<file path="src/rtl/clock_step_ctrl.sv">
// rtl/clock_step_ctrl.sv - tick generator with halt/run/single-step control
// Optional step-button debounce: define STEP_DEBOUNCE_EN.
module clock_step_ctrl #(
  parameter int DIV_W   = 23,
  parameter int CNT_W   = 16,
  parameter int DEF_DIV = 4999999,
  parameter int DB_CYC  = 50000
) (
  input  logic             clk,
  input  logic             reset,
  input  logic [DIV_W-1:0] div_val,
  input  logic             load,
  input  logic [1:0]       mode,
  input  logic             step_req,
  output logic             tick,
  output logic [CNT_W-1:0] tick_cnt,
  output logic             running
);

  typedef enum logic [1:0] {
    S_HALT,
    S_RUN,
    S_STEP_ARM,
    S_STEP_HOLD
  } state_t;

  state_t           state, state_nx;
  logic [DIV_W-1:0] div_reg;
  logic [DIV_W-1:0] per_cnt;
  logic             step_s1, step_s2, step_lvl, step_prev;
  logic             step_rise, terminal, tick_nx;

  always_ff @(posedge clk or posedge reset) begin
    if (reset) begin
      step_s1   <= 1'b0;
      step_s2   <= 1'b0;
      step_prev <= 1'b0;
    end else begin
      step_s1   <= step_req;
      step_s2   <= step_s1;
      step_prev <= step_lvl;
    end
  end

`ifdef STEP_DEBOUNCE_EN
  localparam int DB_W = $clog2(DB_CYC + 1);

  logic [DB_W-1:0] db_cnt;
  logic            db_level;

  // Accept a new level only after it has differed from the held one for DB_CYC cycles.
  always_ff @(posedge clk or posedge reset) begin
    if (reset) begin
      db_cnt   <= '0;
      db_level <= 1'b0;
    end else if (step_s2 == db_level) begin
      db_cnt <= '0;
    end else if (db_cnt == DB_W'(DB_CYC - 1)) begin
      db_level <= step_s2;
      db_cnt   <= '0;
    end else begin
      db_cnt <= db_cnt + DB_W'(1);
    end
  end

  assign step_lvl = db_level;
`else
  assign step_lvl = step_s2;
`endif

  assign step_rise = step_lvl && !step_prev;
  assign terminal  = (per_cnt == div_reg);

  always_ff @(posedge clk or posedge reset) begin
    if (reset) state <= S_HALT;
    else       state <= state_nx;
  end

  always_comb begin
    state_nx = state;
    tick_nx  = 1'b0;
    case (mode)
      2'b01: begin
        state_nx = S_RUN;
        tick_nx  = (state == S_RUN) && terminal;
      end
      2'b10: begin
        case (state)
          S_STEP_ARM: begin
            if (step_rise) begin
              state_nx = S_STEP_HOLD;
              tick_nx  = 1'b1;
            end
          end
          S_STEP_HOLD: if (!step_lvl) state_nx = S_STEP_ARM;
          default:     state_nx = S_STEP_ARM;
        endcase
      end
      default: state_nx = S_HALT;
    endcase
  end

  // A load restarts the period; a coincident terminal tick is still issued via tick_nx.
  always_ff @(posedge clk or posedge reset) begin
    if (reset) begin
      div_reg <= DIV_W'(DEF_DIV);
      per_cnt <= '0;
    end else begin
      if (load) div_reg <= div_val;
      if (load || state != S_RUN || mode != 2'b01 || terminal) per_cnt <= '0;
      else                                                     per_cnt <= per_cnt + DIV_W'(1);
    end
  end

  always_ff @(posedge clk or posedge reset) begin
    if (reset) begin
      tick     <= 1'b0;
      tick_cnt <= '0;
    end else begin
      tick <= tick_nx;
      if (tick_nx) tick_cnt <= tick_cnt + CNT_W'(1);
    end
  end

  assign running = (state == S_RUN);

endmodule

</file>
<file path="config.mk">
export PLATFORM = sky130hd
export DESIGN_NAME = clock_step_ctrl
export DESIGN_NICKNAME = d
export VERILOG_FILES = /design/src/rtl/clock_step_ctrl.sv
export SDC_FILE = /design/constraint.sdc
export NUM_CORES = 1
export LEC_CHECK = 0
export BUFFER_PORTS_ARGS = -buffer_cell sky130_fd_sc_hd__buf_2
export CORE_AREA = 2 2 79 81
export CTS_CLUSTER_SIZE = 12
export DETAILED_ROUTE_END_ITERATION = 16
export DIE_AREA = 0 0 81 83
export GPL_ROUTABILITY_DRIVEN = 0
export PLACE_DENSITY = 0.76
export SYNTH_ARGS = -nofsm -noshare
export SYNTH_HDL_FRONTEND = slang
export SYNTH_SLANG_ARGS = --single-unit
</file>
<file path="constraint.sdc">
create_clock -name clk -period 2.2 [get_ports clk]
set_input_delay 0.33 -clock clk [delete_from_list [all_inputs] [get_ports clk]]
set_output_delay 0.33 -clock clk [all_outputs]
set_load 0.02 [all_outputs]
</file>
### Word level (Yosys, flattened, before mapping)

Cells that the tools add are included.
W data, S select, Z words.

| cells by class | value |
|---|---|
| equality and inequality tests | 10 |
| reduce and logical (&&, ||, !) cells | 7 |
| multiplexer cells | 8 |
| add/sub/neg operators | 2 |

Operator list:

| operator | number |
|---|---|
| $add A23 B1 Y23 const B | 1 |
| $eq A23 B23 Y1 | 1 |
| $mux W23 | 1 |
| $add A16 B1 Y16 const B | 1 |
| $pmux W2 S2 | 2 |
| $eq A2 B2 Y1 const B | 3 |
| $ne A3 B3 Y1 const B | 2 |
| $eq A2 B1 Y1 const B | 2 |
| $mux W2 | 2 |
| $ne A2 B1 Y1 const B | 2 |
| $logic_or A1 B1 Y1 | 3 |
| $logic_and A1 B1 Y1 | 2 |
| $mux W1 | 2 |
| $pmux W1 S2 | 1 |
| $reduce_and A2 Y1 | 1 |
| $logic_not A1 Y1 | 1 |

| word-level totals | value |
|---|---|
| flip-flop bits (word level) | 68 |
| output and inout bits | 18 |
| input port bits | 29 |
| word-level logic and storage cells | 35 |

### Longest topological paths before layout

Gate-level depths: netlist of the first run.

| depth | value |
|---|---|
| word-level depth | 5 |
| mapped depth | 8 |
| gate-level depth less buffers | 7 |

### Least setup slack after synthesis of the first run

No wires, ideal clock.

| timing | value |
|---|---|
| kind | flip-flop to flip-flop |
| start point | register div_reg[2] |
| end point | register tick_cnt[1] |
| stages on the path, launching flop included | 7 |
| path buffers | 0 |
| slack | 0.182 ns |
| data required time | 2.073 ns |
| clock period less this slack | 2.018 ns |
| arrival time | 1.891 ns |
| cells stage by stage | dfstp_2 -> xor2_1 -> nor4_1 -> nand4_1 -> o31ai_4 -> and2b_2 -> mux2_1 |

| between the ends | value |
|---|---|
| word-level cells in the longest chain between the ends | 3 |

Ends and longest elaborated chain:

| item | RTL line | RTL |
|---|---|---|
| from (decl) | 28 | `logic [DIV_W-1:0] div_reg;` |
| from (signal assigned) | 106 | `div_reg <= DIV_W'(DEF_DIV);` |
| from (signal assigned) | 109 | `if (load) div_reg <= div_val;` |
| $eq A23 B23 Y1 | 72 | `assign terminal = (per_cnt == div_reg);` |
| $logic_and A1 B1 Y1 | 85 | `tick_nx = (state == S_RUN) && terminal;` |
| $pmux W1 S2 | 82 | `case (mode)` |
| net tick_nx | 31 | `logic step_rise, terminal, tick_nx;` |
| to (signal assigned) | 121 | `if (tick_nx) tick_cnt <= tick_cnt + CNT_W'(1);` |
| to (decl) | 16 | `output logic [CNT_W-1:0] tick_cnt,` |

The timed path passes the listed nets, and every way through them passes these cells.
A chain may end at the register's enable or synchronous reset.

### Worst setup path in the final report of the first run

| timing | value |
|---|---|
| start point | register div_reg[5] |
| end point | register tick_cnt[1] |

Same word-level chain as after synthesis.

==> results of run 1 <==
## synthesized netlist by cell type, types with 2 or more instances
master    number  area share [%]
nor2_1        33             3.9
and2_1         2            0.40
nand2_1       14             1.7
mux2_2        23             8.2
xnor2_1       27             7.5
nor2b_1        2            0.40
inv_1          8            0.95
buf_2          3            0.48
dfrtp_1       55              44
dfstp_2       13              11
clkbuf_1       4            0.48
nand3_1       10             1.6
o21ai_0        2            0.32
nand4_1       13             2.6
xor2_1        32             8.9
and4_1         3            0.83
nor4_1         5            0.99
ha_1           4             1.6
and3_1         4            0.79
## cell usage in the layout (no fill, tap or decap), drive strengths merged, types with 3 or more instances in the layout
cell type	n
nor4	5
nor2	33
and4	3
bufinv	3
xor2	32
mux2	24
ha	4
clkbuf	10
and3	4
nand2	14
buf	53
nand3	10
xnor2	27
nand4	13
o21ai	3
dfstp	13
dfrtp	55
inv	8
## timing repair
item	in CTS	in global routing
endpoints found under the hold margin	0	0
pin swaps	0	2
resized for setup	1	2
setup endpoints to repair	3	8
## power by group through the flow
stage	Sequential [mW]	Combinational [mW]	Clock [mW]
after global routing	1.37	0.221	1.35
after CTS	1.37	0.201	1.29
after floorplan	1.39	0.123	0
after global placement	1.39	0.193	0
after detailed placement	1.39	0.198	0
final	1.37	0.198	1.26
## logic make-up (layout without fill, tap and decap cells)
kind of cell | Yosys count | count (layout) | synth area share, %
AO/OA/AOI/OAI | 5 | 5 | 1.31
adder cells (fa/ha/maj) | 4 | 4 | 1.59
flip-flops | 68 | 68 | 54.5
AND/OR/NAND/NOR | 95 | 95 | 15.3
XOR/XNOR | 59 | 59 | 16.4
buffers and inverters | 16 | 77 | 2.26
multiplexers | 24 | 24 | 8.58
## metrics by stage
stage | std cells | setup slack (ns) | util (%) | hold WS, ns
final | 407 | 0.0874 | 64.9 | 0.0504
after global placement | 391 | 0.0357 | 60.4 | 0.335
after global routing | 407 | 0.0205 | 64.9 | 0.0813
after CTS | 407 | 0.0536 | 64.8 | 0.0637
after detailed placement | 391 | -0.0117 | 60.4 | 0.336
after floorplan | 271 | 0.180 | - | 0.331
## layer usage
layer	global-route usage [%]	up-vias	routed length [um]	part of all wire, %
li1	-	1019	-	-
met1	25.8	1053	2730	45
met2	30.6	59	2930	48
met3	5.11	14	276	4.5
met4	10.2	0	149	2.4
met5	0	-	0	0
## path summary, 6_finish.rpt
check	start	end	slack (ns)	depth (start not counted)
hold reg to reg	step_s1	step_lvl	0.36	0
setup reg to reg	div_reg[5]	tick_cnt[1]	0.09	6
hold / removal	reset	per_cnt[4]	0.05	2
max in group asynchronous	reset	div_reg[18]	1.45	3
setup / recovery	div_reg[5]	tick_cnt[1]	0.09	6
min in group clk	step_req	step_s1	0.09	1
## layout make-up
type	count	area, sq um	area share (%)
Tap cell	75	93.8	2.49
Sequential cell	68	1720	45.5
Multi-Input combinational cell	187	1370	36.4
Clock inverter	6	111	2.95
Timing Repair Buffer	53	312	8.25
Clock buffer	10	138	3.64
Inverter	8	30.0	0.795
## critical path: stages, from the launching register on
cell     delay, ns
dfstp_2       0.54
xor2_1        0.07
nor4_2        0.35
nand4_1       0.22
o31ai_4       0.31
and2b_2       0.19
mux2_1        0.31
==> summary.txt, run 1 <==
Global routing
  – Vias in the first global route: roughly 2200
  – GRT overflow: 0
  – Largest net degree at the start of global routing: 43
  – Total track usage: roughly 20%
  – First-pass GRT wire length: ~10000 um
  – Initial antenna violation count: 0

Clock tree
  – CTS sink count: between 60 and 70
  – Clock slew at reported path FFs: 0.07 ns
  – Setup bufs post-CTS: 0
  – CTS H-tree depth: 3
  – CTS root buf: clkbuf_8
  – TritonCTS clock tree: yes
  – Clk buf depth: 2
  – CTS Hold Bufs: 0
  – Clk_lat worst skew: roughly 0.34 ns
  – CTS buffer count: 9

Run status
  – Outcome: completed

Power and ir drop
  – P_sw: between 0.6 and 0.7 mW
  – Combinational fraction of design power: roughly 7%
  – Leak pwr: between 1.5 and 2 nW
  – Power Dens Cells: between 700 and 800 mW/mm^2
  – Sw Share: 22.0%
  – Reg power frac: approximately 48%
  – Int Pwr: about 2.2 mW
  – Worst vdd ir: 0.819 mV
  – Clk pwr share: between 40% and 50%
  – Final Power: 2.83 mW

Timing
  – Skew final: approximately 0.0086 ns
  – Least-Margin Pin Slew: roughly 0.6 ns
  – RSZ-0062 raised after global routing: false
  – Slew Limit Fails: 0
  – FMAX: 473 MHz
  – Count of final setup violators: 0
  – Setup TNS Final: 0 ns
  – Period Utilization, post-route: a little over nine tenths
  – Worst rel slew slack: 59.7%
  – Fin crit period: ~2.1 ns
  – Final Hold Vio Count: 0

Critical path
  – Worst Path Arrival: about 2.3 ns
  – Required time of the critical path: approximately 2.4 ns
  – Worst-path fanout max: 2
  – Setup Crit Path Kind: reg2reg
  – Setup crit start kind: flip-flop
  – Worst Setup End Kind: flip-flop

Floorplan
  – Die footprint: between 0.006 and 0.007 sq mm
  – Die X: between 80 and 90 um
  – Die Span Y: ~83 um
  – Boundary Pins: 47
  – # rows: 28
  – Initial core utilization: 54.2%
  – Core area: roughly 0.0058 sq mm

Drt
  – Final wirelength: 6090 um
  – Avg Vias per Cell: 5.27
  – Antenna viol nets, final: 0
  – Drt drc: 0
  – DR WL/cell: between 10 and 15 um
  – Initial DRC count: 96
  – Via count: around 2100
  – First-pass DRT Iterations: 4

Layout
  – Antenna diodes: 0
  – Fraction of layout cells with a size suffix above 1: 33.4%
  – Area grow syn2layout: 19.9%
  – Nets: between 300 and 400
  – Fillcell total: 477
  – Design area: approximately 0.0038 sq mm

Synth
  – Cells after Synth: approximately 270
  – Most common flop cell mapped by yosys: dfrtp_1
  – Seq cells post-synth: just under 70
  – Ys Warns: 0
  – Syn_nets: ~300
  – Post-synth EDFFs: 0
  – Sequential element share of the synthesized area: between 50 and 60%
  – Post-synth ARST share: 100%
  – Syn Area/Cell: roughly 12 sq um
  – Synth unique cells: 33
  – Synth Cell Area: between 0.003 and 0.004 sq mm

Placement
  – Post-DP HPWL: 4320 um
  – Cell Area, Placed: around 0.0035 sq mm
  – # port buffers: 46

Job
  – MaxCap Viol Count: 0

Worst hold path
  – Worst hold path type: in2async
No activity file was read; power rests on OpenSTA's default activity.
==> inputs of run 2 (changes only) <==
- ABC_AREA: unset -> 1
- CORE_AREA: 2 2 79 81 -> 2 2 85 87
- DIE_AREA: 0 0 81 83 -> 0 0 87 89
- PLACE_DENSITY: 0.76 -> 0.75
==> run 2 against run 1 <==
Non-clock buffer count shrank 2. Largest cell class unchanged. Utilization shrank 3.1 points. Register-to-register slack gained 0.20 ns. Routed wire length rose by 22%. Critical endpoint is now tick_cnt[10]. Worst setup slack gained 0.20 ns.
==> summary.txt, run 2 <==
Run status
  – Outcome: completed

Critical path
  – Worst r2r path cells: 12 (+6)
  – Reg-to-reg slack, setup: 0.29 ns (+0.20 ns)
  – Reg2reg start: div_reg[14]
  – Worst Path Arrival: 2.15 ns (-0.19 ns)
  – Setup crit start kind: flip-flop
  – Worst reg2reg endpoint: tick_cnt[10]
  – Worst-path fanout max: 12 (+10)
  – Setup Crit Path Kind: reg2reg
  – Required time of the critical path: 2.44 ns (+0.02 ns)
  – Worst Setup End Kind: flip-flop

Drt
  – Initial DRC count: 136 (+42%)
  – Avg Vias per Cell: 4.95 (-6.1%)
  – DR WL/cell: 12.1 um (-19%)
  – Final wirelength: 7430 um (+22%)
  – Via count: 3048 (+42%)
  – First-pass DRT Iterations: 4 (unchanged)
  – Antenna viol nets, final: 0 (unchanged)
  – Drt drc: 0 (unchanged)

Job
  – MaxCap Viol Count: 0 (unchanged)

Synth
  – Cells after Synth: 481 (+77%)
  – Count leader, synth: nand2_1
  – Synth cell count leaders: 162 x nand2_1, 56 x inv_1, 55 x dfrtp_1
  – Syn_nets: 514 (+69%)
  – Synth Cell Area: 0.00368 sq mm (+17%)
  – Yosys top cell by area: dfrtp_1
  – Share of Yosys cell area claimed by the top area cell type: 37.4% (-6.3 points)
  – Sequential element share of the synthesized area: 46.7% (-7.9 points)
  – Post-synth ARST share: 100% (unchanged)
  – Post-synth EDFFs: 0 (unchanged)
  – Syn Area/Cell: 7.65 sq um (-34%)
  – Ys Warns: 0 (unchanged)
  – Main area contributors after synthesis: dfrtp_1 37%, nand2_1 17%, dfstp_2 9.3%
  – Synth unique cells: 28 (-15%)
  – Seq cells post-synth: 68 (unchanged)
  – Most common flop cell mapped by yosys: dfrtp_1

Floorplan
  – Boundary Pins: 47 (unchanged)
  – Core area: 0.00672 sq mm (+16%)
  – Die Span Y: 89 um (+7.2%)
  – Die X: 87 um (+7.4%)
  – Die footprint: 0.00774 sq mm (+15%)
  – # rows: 30 (+7.1%)
  – Initial core utilization: 54.8% (+0.61 points)

Power and ir drop
  – Power Dens Cells: 589 mW/mm^2 (-21%)
  – Combinational fraction of design power: 8.9% (+1.9 points)
  – Clk pwr share: 36.1% (-8.6 points)
  – Int Pwr: 1.83 mW (-17%)
  – Leak pwr: 2.04 nW (+19%)
  – P_sw: 0.617 mW (-1.1%)
  – Worst vdd ir: 0.347 mV (-58%)
  – Reg power frac: 55.0% (+6.7 points)
  – Sw Share: 25.2% (+3.2 points)

Layout
  – Most frequent cells in the layout: 162 x nand2_1, 55 x inv_1, 55 x dfrtp_1
  – Most common cell after layout, fill and taps aside: nand2_1
  – Seq. cell area: 0.00172 sq mm (unchanged)
  – Antenna diodes: 0 (unchanged)
  – Nets: 565 (+57%)
  – Post-Route Utilization: 61.9% (-3.1 points)
  – Multi-input logic area: 0.00166 sq mm (+21%)
  – Area grow syn2layout: 12.9%
  – Fraction of layout cells with a size suffix above 1: 19.8% (-14 points)
  – Fillcell total: 609 (+28%)

Worst hold path
  – Worst hold path type: in2async

Clock tree
  – Setup bufs post-CTS: 0 (unchanged)
  – Clk buf depth: 2 (unchanged)
  – Clock slew at reported path FFs: 0.07 ns (about the same)
  – CTS sink count: 68 (unchanged)
  – CTS buffer count: 9 (unchanged)
  – CTS root buf: clkbuf_8
  – TritonCTS clock tree: yes
  – CTS Hold Bufs: 0 (unchanged)
  – Clk_lat worst skew: 0.35 ns (about the same)
  – CTS H-tree depth: 3 (unchanged)
  – Post-CTS Resized: 0 (-1)

Placement
  – # port buffers: 46 (unchanged)
  – Post-DP HPWL: 5520 um (+28%)

Timing
  – Slew Limit Fails: 0 (unchanged)
  – Count of final setup violators: 0 (unchanged)
  – Skew final: 0.0133 ns (+0.00465 ns)
  – RSZ-0062 raised after global routing: false
  – FMAX: 524 MHz (+11%)
  – Setup TNS Final: 0 ns (unchanged)
  – Least-Margin Pin Slew: 0.588 ns (-0.0148 ns)
  – Period Utilization, post-route: 86.8% (-9.2 points)
  – Fin crit period: 1.91 ns (-0.202 ns)
  – Final Hold Vio Count: 0 (unchanged)
  – Worst rel slew slack: 60.7% (+0.99 points)

Global routing
  – Vias in the first global route: 2975 (+36%)
  – Total track usage: 21.6% (+1.7 points)
  – GRT overflow: 0 (unchanged)
  – Largest net degree at the start of global routing: 42 (-2.3%)
  – First-pass GRT wire length: 12900 um (+28%)
  – Initial antenna violation count: 0 (unchanged)
[run 2: cell types whose count changed after synthesis, moves of 7 or more]
cell,previous run,this run
nand2_1,14,162
inv_1,8,56
mux2_2,23,0
xnor2_1,27,5
o21ai_0,2,20
nor3_1,1,17
nand3_1,10,24
nor2_1,33,47
xor2_1,32,21
inv_2,0,7
[run 2: area by class of cell]
cell class | count | share of cell area [%]
inverter | 63 | 5.69
clock buffer | 13 | 3.58
clock inverter | 2 | 0.301
multi-input combinational | 339 | 39.9
tap | 80 | 2.41
sequential | 68 | 41.3
timing repair buffer | 51 | 6.74
[run 2: through the flow]
stage,power [mW],setup slack [ns],hold WS (ns),cells,cell area (sq um)
CTS,2.48,0.293,0.0598,616,4160
finish,2.45,0.290,0.0509,616,4160
detailed placement,1.59,0.281,0.337,601,4000
global placement,1.58,0.373,0.334,601,4000
floorplan,1.51,0.180,0.331,481,3680
global route,2.56,0.0868,0.0694,616,4160
[run 2: layer usage]
layer	wire length, um	track usage, %	share of wire, %
met5	0	0	0
met4	91	7.10	1.2
met3	336	6.65	4.5
met2	3700	37.8	50
met1	3300	25.4	44
[run 2: cell families after synthesis]
| logic type | share of synthesized area [%] |
|---|---|
| buf+inv | 8.23 |
| xor+xnor | 6.19 |
| compound gates | 3.43 |
| flops | 46.7 |
| fa+ha+maj | 1.36 |
| simple gates | 34.1 |
[run 2: power groups by stage]
stage | Combinational, mW | Sequential (mW) | Clock, mW
global placement | 0.213 | 1.37 | 0
global route | 0.252 | 1.35 | 0.958
floorplan | 0.140 | 1.37 | 0
detailed placement | 0.220 | 1.37 | 0
CTS | 0.222 | 1.35 | 0.909
finish | 0.217 | 1.35 | 0.884
[run 2: worst max-delay path by stage]
stage                      from            to
finish              div_reg[14]  tick_cnt[10]
global route         div_reg[8]  tick_cnt[15]
detailed placement  div_reg[14]  tick_cnt[10]
global placement    div_reg[14]  tick_cnt[10]
CTS                 div_reg[14]  tick_cnt[10]
floorplan                 reset   div_reg[10]
[run 2: critical path: stages, from the launching register on]
cell	delay, ns
dfstp_2	0.53
inv_1	0.04
nand2_1	0.05
nand2_1	0.04
nor2_1	0.09
nand2_1	0.07
nor2_1	0.21
nand4_1	0.15
nand2_2	0.21
buf_4	0.22
nand2_1	0.07
nand2_1	0.07
nand2_1	0.05
